$ cat src/rtl/prog_seq.sv
// Program sequencer: program counter, writable jump-target LUT and call/return stack.
// Define PROG_SEQ_STACK_EN to build the call/return stack; without it calls act as absolute jumps.
module prog_seq #(
  parameter int D         = 12,
  parameter int L         = 5,
  parameter int S         = 4,
  parameter int HALT_ADDR = 128
) (
  input  logic         clk,
  input  logic         reset,
  input  logic         req,
  input  logic         stall,
  input  logic         reljump_en,
  input  logic         absjump_en,
  input  logic         call_en,
  input  logic         ret_en,
  input  logic [L-1:0] lut_idx,
  input  logic         lut_wr_en,
  input  logic [L-1:0] lut_wr_idx,
  input  logic [D-1:0] lut_wr_data,
  output logic [D-1:0] prog_ctr,
  output logic         busy,
  output logic         done,
  output logic         stack_err
);

  typedef enum logic [1:0] {IDLE, RUN, DONE} state_t;

  localparam logic [D-1:0] HALT = D'(HALT_ADDR);

  state_t       state, state_nxt;
  logic [D-1:0] pc, pc_nxt, pc_inc, lut_rd;
  logic [D-1:0] lut [2**L];

  assign lut_rd = lut[lut_idx];
  assign pc_inc = pc + D'(1);

  // Jump-target LUT: combinational read, so a same-edge write is seen only next cycle
  always_ff @(posedge clk) begin
    if (reset) begin
      for (int i = 0; i < 2**L; i++) lut[i] <= '0;
    end else if (lut_wr_en) begin
      lut[lut_wr_idx] <= lut_wr_data;
    end
  end

`ifdef PROG_SEQ_STACK_EN
  localparam int SPW = $clog2(S + 1);
  localparam int SPI = (S > 1) ? $clog2(S) : 1;

  logic [D-1:0]   stk [S];
  logic [SPW-1:0] sp, sp_nxt, sp_dec;
  logic           err, err_nxt, push;

  assign sp_dec    = sp - SPW'(1);
  assign stack_err = err;

  always_ff @(posedge clk) begin
    if (push) stk[sp[SPI-1:0]] <= pc_inc;
  end

  always_ff @(posedge clk) begin
    if (reset) begin
      sp  <= '0;
      err <= 1'b0;
    end else begin
      sp  <= sp_nxt;
      err <= err_nxt;
    end
  end
`else
  logic unused_ret;
  assign unused_ret = ret_en;
  assign stack_err  = 1'b0;
`endif

  always_ff @(posedge clk) begin
    if (reset) begin
      state <= IDLE;
      pc    <= '0;
    end else begin
      state <= state_nxt;
      pc    <= pc_nxt;
    end
  end

  always_comb begin
    state_nxt = state;
    pc_nxt    = pc;
`ifdef PROG_SEQ_STACK_EN
    sp_nxt    = sp;
    err_nxt   = err;
    push      = 1'b0;
`endif
    case (state)
      IDLE, DONE: begin
        if (req) begin
          state_nxt = RUN;
          pc_nxt    = '0;
`ifdef PROG_SEQ_STACK_EN
          sp_nxt    = '0;
          err_nxt   = 1'b0;
`endif
        end
      end
      RUN: begin
        // Halt wins over stall; PC freezes at HALT_ADDR
        if (pc == HALT) begin
          state_nxt = DONE;
        end else if (!stall) begin
`ifdef PROG_SEQ_STACK_EN
          if (ret_en) begin
            if (sp == '0) begin
              err_nxt = 1'b1;
              pc_nxt  = pc_inc;
            end else begin
              pc_nxt  = stk[sp_dec[SPI-1:0]];
              sp_nxt  = sp_dec;
            end
          end else if (call_en) begin
            if (sp == SPW'(S)) begin
              err_nxt = 1'b1;
              pc_nxt  = pc_inc;
            end else begin
              push    = 1'b1;
              pc_nxt  = lut_rd;
              sp_nxt  = sp + SPW'(1);
            end
          end else if (absjump_en) begin
            pc_nxt = lut_rd;
          end else if (reljump_en) begin
            pc_nxt = pc + lut_rd;
          end else begin
            pc_nxt = pc_inc;
          end
`else
          if (call_en || absjump_en) begin
            pc_nxt = lut_rd;
          end else if (reljump_en) begin
            pc_nxt = pc + lut_rd;
          end else begin
            pc_nxt = pc_inc;
          end
`endif
        end
      end
      default: state_nxt = IDLE;
    endcase
  end

  assign prog_ctr = pc;
  assign busy     = (state == RUN);
  assign done     = (state == DONE);

endmodule

$ cat config.mk
export PLATFORM = sky130hd
export DESIGN_NAME = prog_seq
export DESIGN_NICKNAME = d
export VERILOG_FILES = /design/src/rtl/prog_seq.sv
export SDC_FILE = /design/constraint.sdc
export NUM_CORES = 1
export LEC_CHECK = 0
export CAP_MARGIN = 0
export CELL_PAD_IN_SITES_DETAIL_PLACEMENT = 1
export CELL_PAD_IN_SITES_GLOBAL_PLACEMENT = 1
export CORE_MARGIN = 1.5
export CORE_UTILIZATION = 55
export CTS_BUF_LIST = sky130_fd_sc_hd__clkbuf_8
export CTS_CLUSTER_DIAMETER = 100
export DETAILED_ROUTE_END_ITERATION = 6
export DONT_BUFFER_PORTS = 1
export PLACE_DENSITY_LB_ADDON = 0.15
export SYNTH_ARGS = -nofsm -noshare
export SYNTH_HDL_FRONTEND = slang
export SYNTH_SLANG_ARGS = --single-unit
$ cat constraint.sdc
create_clock -name clk -period 7.9 [get_ports clk]
set_input_delay 1.185 -clock clk [delete_from_list [all_inputs] [get_ports clk]]
set_output_delay 1.185 -clock clk [all_outputs]
set_load 0.02 [all_outputs]
==> flow_summary.ini <==
[place]
post-place-ws_ns = 2.75
place_area_um2 = 19100
gp_congestion = 0.832
dp_hpwl_mm = 29.2
io_buffer_count = 0

[worst_setup_path]
rr_startpoint = lut[19][1]
end_kind = flip-flop
crit_type = in2reg
r2r_cells = 12
critical_path_required_ns = 8.38
timing.rr.end = prog_ctr[11]
cp_slowest_cell = mux4_2
cp-start-kind = primary input
rrSetupSlack_ns = 3.67
critical_path.max_fanout = 97
critPathBufInv = 1
crit_family = multiplexers
arrival_ns = 5.03
crit_chain = mux4_2 -> mux4_2 -> mux2i_1 -> nand2b_1 -> inv_1 -> ha_1 -> a211oi_1 -> o21ai_1 -> a221oi_1 -> or4b_1 -> a211oi_1 -> or4_1
slowest_delay_ns = 0.56

[clocking]
clk_latency_ns = 0.61
cts_tree = yes
clock_tree.root_cell = clkbuf_8
h-tree-depth = 3
cts.path.max_buffers = 3
postCtsSetupBuffers = 0
cts_buffers = 69
cts.sinks = 398
clk_pin_slew_ns = 0.05
postCtsHoldBufs = 0
cts_resized = 0

[timing]
finalHoldViolCount = 0
fin_ws_ns = 3.35
worst_pin_slew_ns = 1.01
min_period_over_period = 0.576
setup_viol = 0
tns_ns = 0
rsz0062_at_grt = no
timing.fmax_ghz = 0.220
slew_headroom = 0.325
finClkSkew_ns = 0.0196
drv_slew = 0
final.min_clock_period_ns = 4.55

[logic_synthesis]
yosys.area.top_type = edfxtp_1
post-synth-top-count-cell = and2_1
ys_seq_elements = 398
synth-main-ff-cell = edfxtp_1
ys_seq_area_frac = 0.627
syn_area_um2 = 18800
synthTopCellsByArea = edfxtp_1 61%, mux4_2 14%, and2_1 13%
yosysWarnings = 0
synthesis.nets = 1293
synth_top_area_frac = 0.612
ys_async_sr_fraction = 0
avgSynthCellArea_um2 = 15.1
synth-edff-count = 384
synth_cell_type_count = 54
synth_commonest_cells = 385 x and2_1, 384 x edfxtp_1, 114 x mux4_2
syn-instance-count = 1250

[global_route]
grt_pass1_vias = 11308
grt_start_max_net_pins = 98
grt_pass1_wl_mm = 70.9
antenna_found_initial = 3
busiest_layer = met2
gr-total-overflow = 0
use_met3 = 0.0739
track_usage = 0.278
use_met2 = 0.452
met1_usage = 0.369

[route]
vias = 10422
drc = 0
wl_mm = 47.3
ant_nets = 0
drtIter0Drc = 951
viasPerCell = 6.02
drt_pass1_iterations = 5
wire_per_inst_um = 27.3

[cells_and_area]
postLayoutCellArea_um2 = 20300
area_growth_pct = 7.71
drive_gt1_frac = 0.193
fin_nets = 1274

[pwr]
p_seq_frac = 0.553
p_leak_uw = 0.00711
powerDensity_nw_per_um2 = 220
fin_total_pwr_uw = 4450
power.net_switching_uw = 1040
ir_worst_vdd_v = 0.000180
internal-power_uw = 3420
swShare = 0.233
clkPwrFrac = 0.378
pwr-share-comb = 0.069

[floorplanning]
initial_utilization = 0.560
dieHeight_um = 188
design.die.area_um2 = 35400
ios = 46
core_region_area_um2 = 33600
dieWidth_um = 188
row_count = 67

[min_path]
min_path_type = in2reg
whs_path_depth = 1
worstHoldStart = reset
min_to = state[1]

[flow_run]
drv_cap = 0

[status]
status = finished clean
==> power groups by stage <==
stage / registers, µW / clock network, µW / logic, µW
2_1_floorplan: 2490 / 0 / 263
3_3_place_gp: 2500 / 0 / 304
3_5_place_dp: 2510 / 0 / 310
4_1_cts: 2460 / 1710 / 311
5_1_grt: 2470 / 1790 / 327
6_report: 2460 / 1680 / 309
==> cell families (layout without fill, tap and decap cells) <==
logic type	after synthesis	after routing	share of synthesized area
adders and majority gates	12	12	0.00837
AOI/OAI and AO/OA	54	54	0.0190
buffers and inverters	111	144	0.0244
muxes	135	135	0.148
xor gates and xnor gates	9	9	0.00419
other	1	2	0.000199
and+or+nand+nor	530	530	0.169
DFF	398	398	0.627
==> worst max path at each step <==
stage / start / end / slack (ns) / cells past startpoint
2_1_floorplan: lut_idx[1] / prog_ctr[10] / 2.73 / 17
3_3_place_gp: lut_idx[0] / prog_ctr[11] / 2.76 / 12
3_5_place_dp: lut_idx[0] / prog_ctr[11] / 2.75 / 12
4_1_cts: lut_idx[0] / prog_ctr[11] / 3.39 / 12
5_1_grt: lut_idx[0] / prog_ctr[11] / 3.12 / 12
6_report: lut_idx[0] / prog_ctr[11] / 3.35 / 12
==> flip-flops by register name (all words and copies together), names as in the netlist <==
signal and cells:
lut 384, prog_ctr 12, state 2
==> layout by cell type, fill, tap and decap left out, types with 4 or more instances in the layout <==
cell type    n
dfxtp_1     14
nand2_1     18
o21ai_1      7
nand2b_1     7
nor2_1      43
mux4_2     114
ha_1        11
clkinv_1    18
mux2i_1     20
nor2b_1     16
a21oi_1     12
nand3b_1     4
edfxtp_1   384
clkbuf_8    72
buf_4       17
inv_1       28
xor2_1       5
clkinv_2     5
o21ai_0      5
o221ai_1     4
or2_2       32
and2_1     385
xnor2_1      4
and3_1       4
==> metal layers <==
layer,share of wire,routed length [µm]
met3,0.079,3720
met4,0.024,1120
met2,0.50,23400
met1,0.40,19000
met5,0,0
==> area by class of cell <==
type	instances	area [µm²]
inverters	4	15.0
clock inverters	51	214
clock buffers	72	991
repair buffers	17	128
fillers	3085	13300
diodes	1	2.50
well taps	448	561
flip-flops and latches	398	11800
multi-input cells	741	6560
==> stage by stage <==
stage / utilization / hold slack (ns) / cells
after global routing: 0.603 / 0.624 / 1731
after global placement: 0.567 / 0.617 / 1608
final: 0.603 / 0.651 / 1732
after floorplan: - / 0.567 / 1250
after CTS: 0.603 / 0.620 / 1731
after detailed placement: 0.567 / 0.643 / 1608
(Power assumes the default switching activity.)
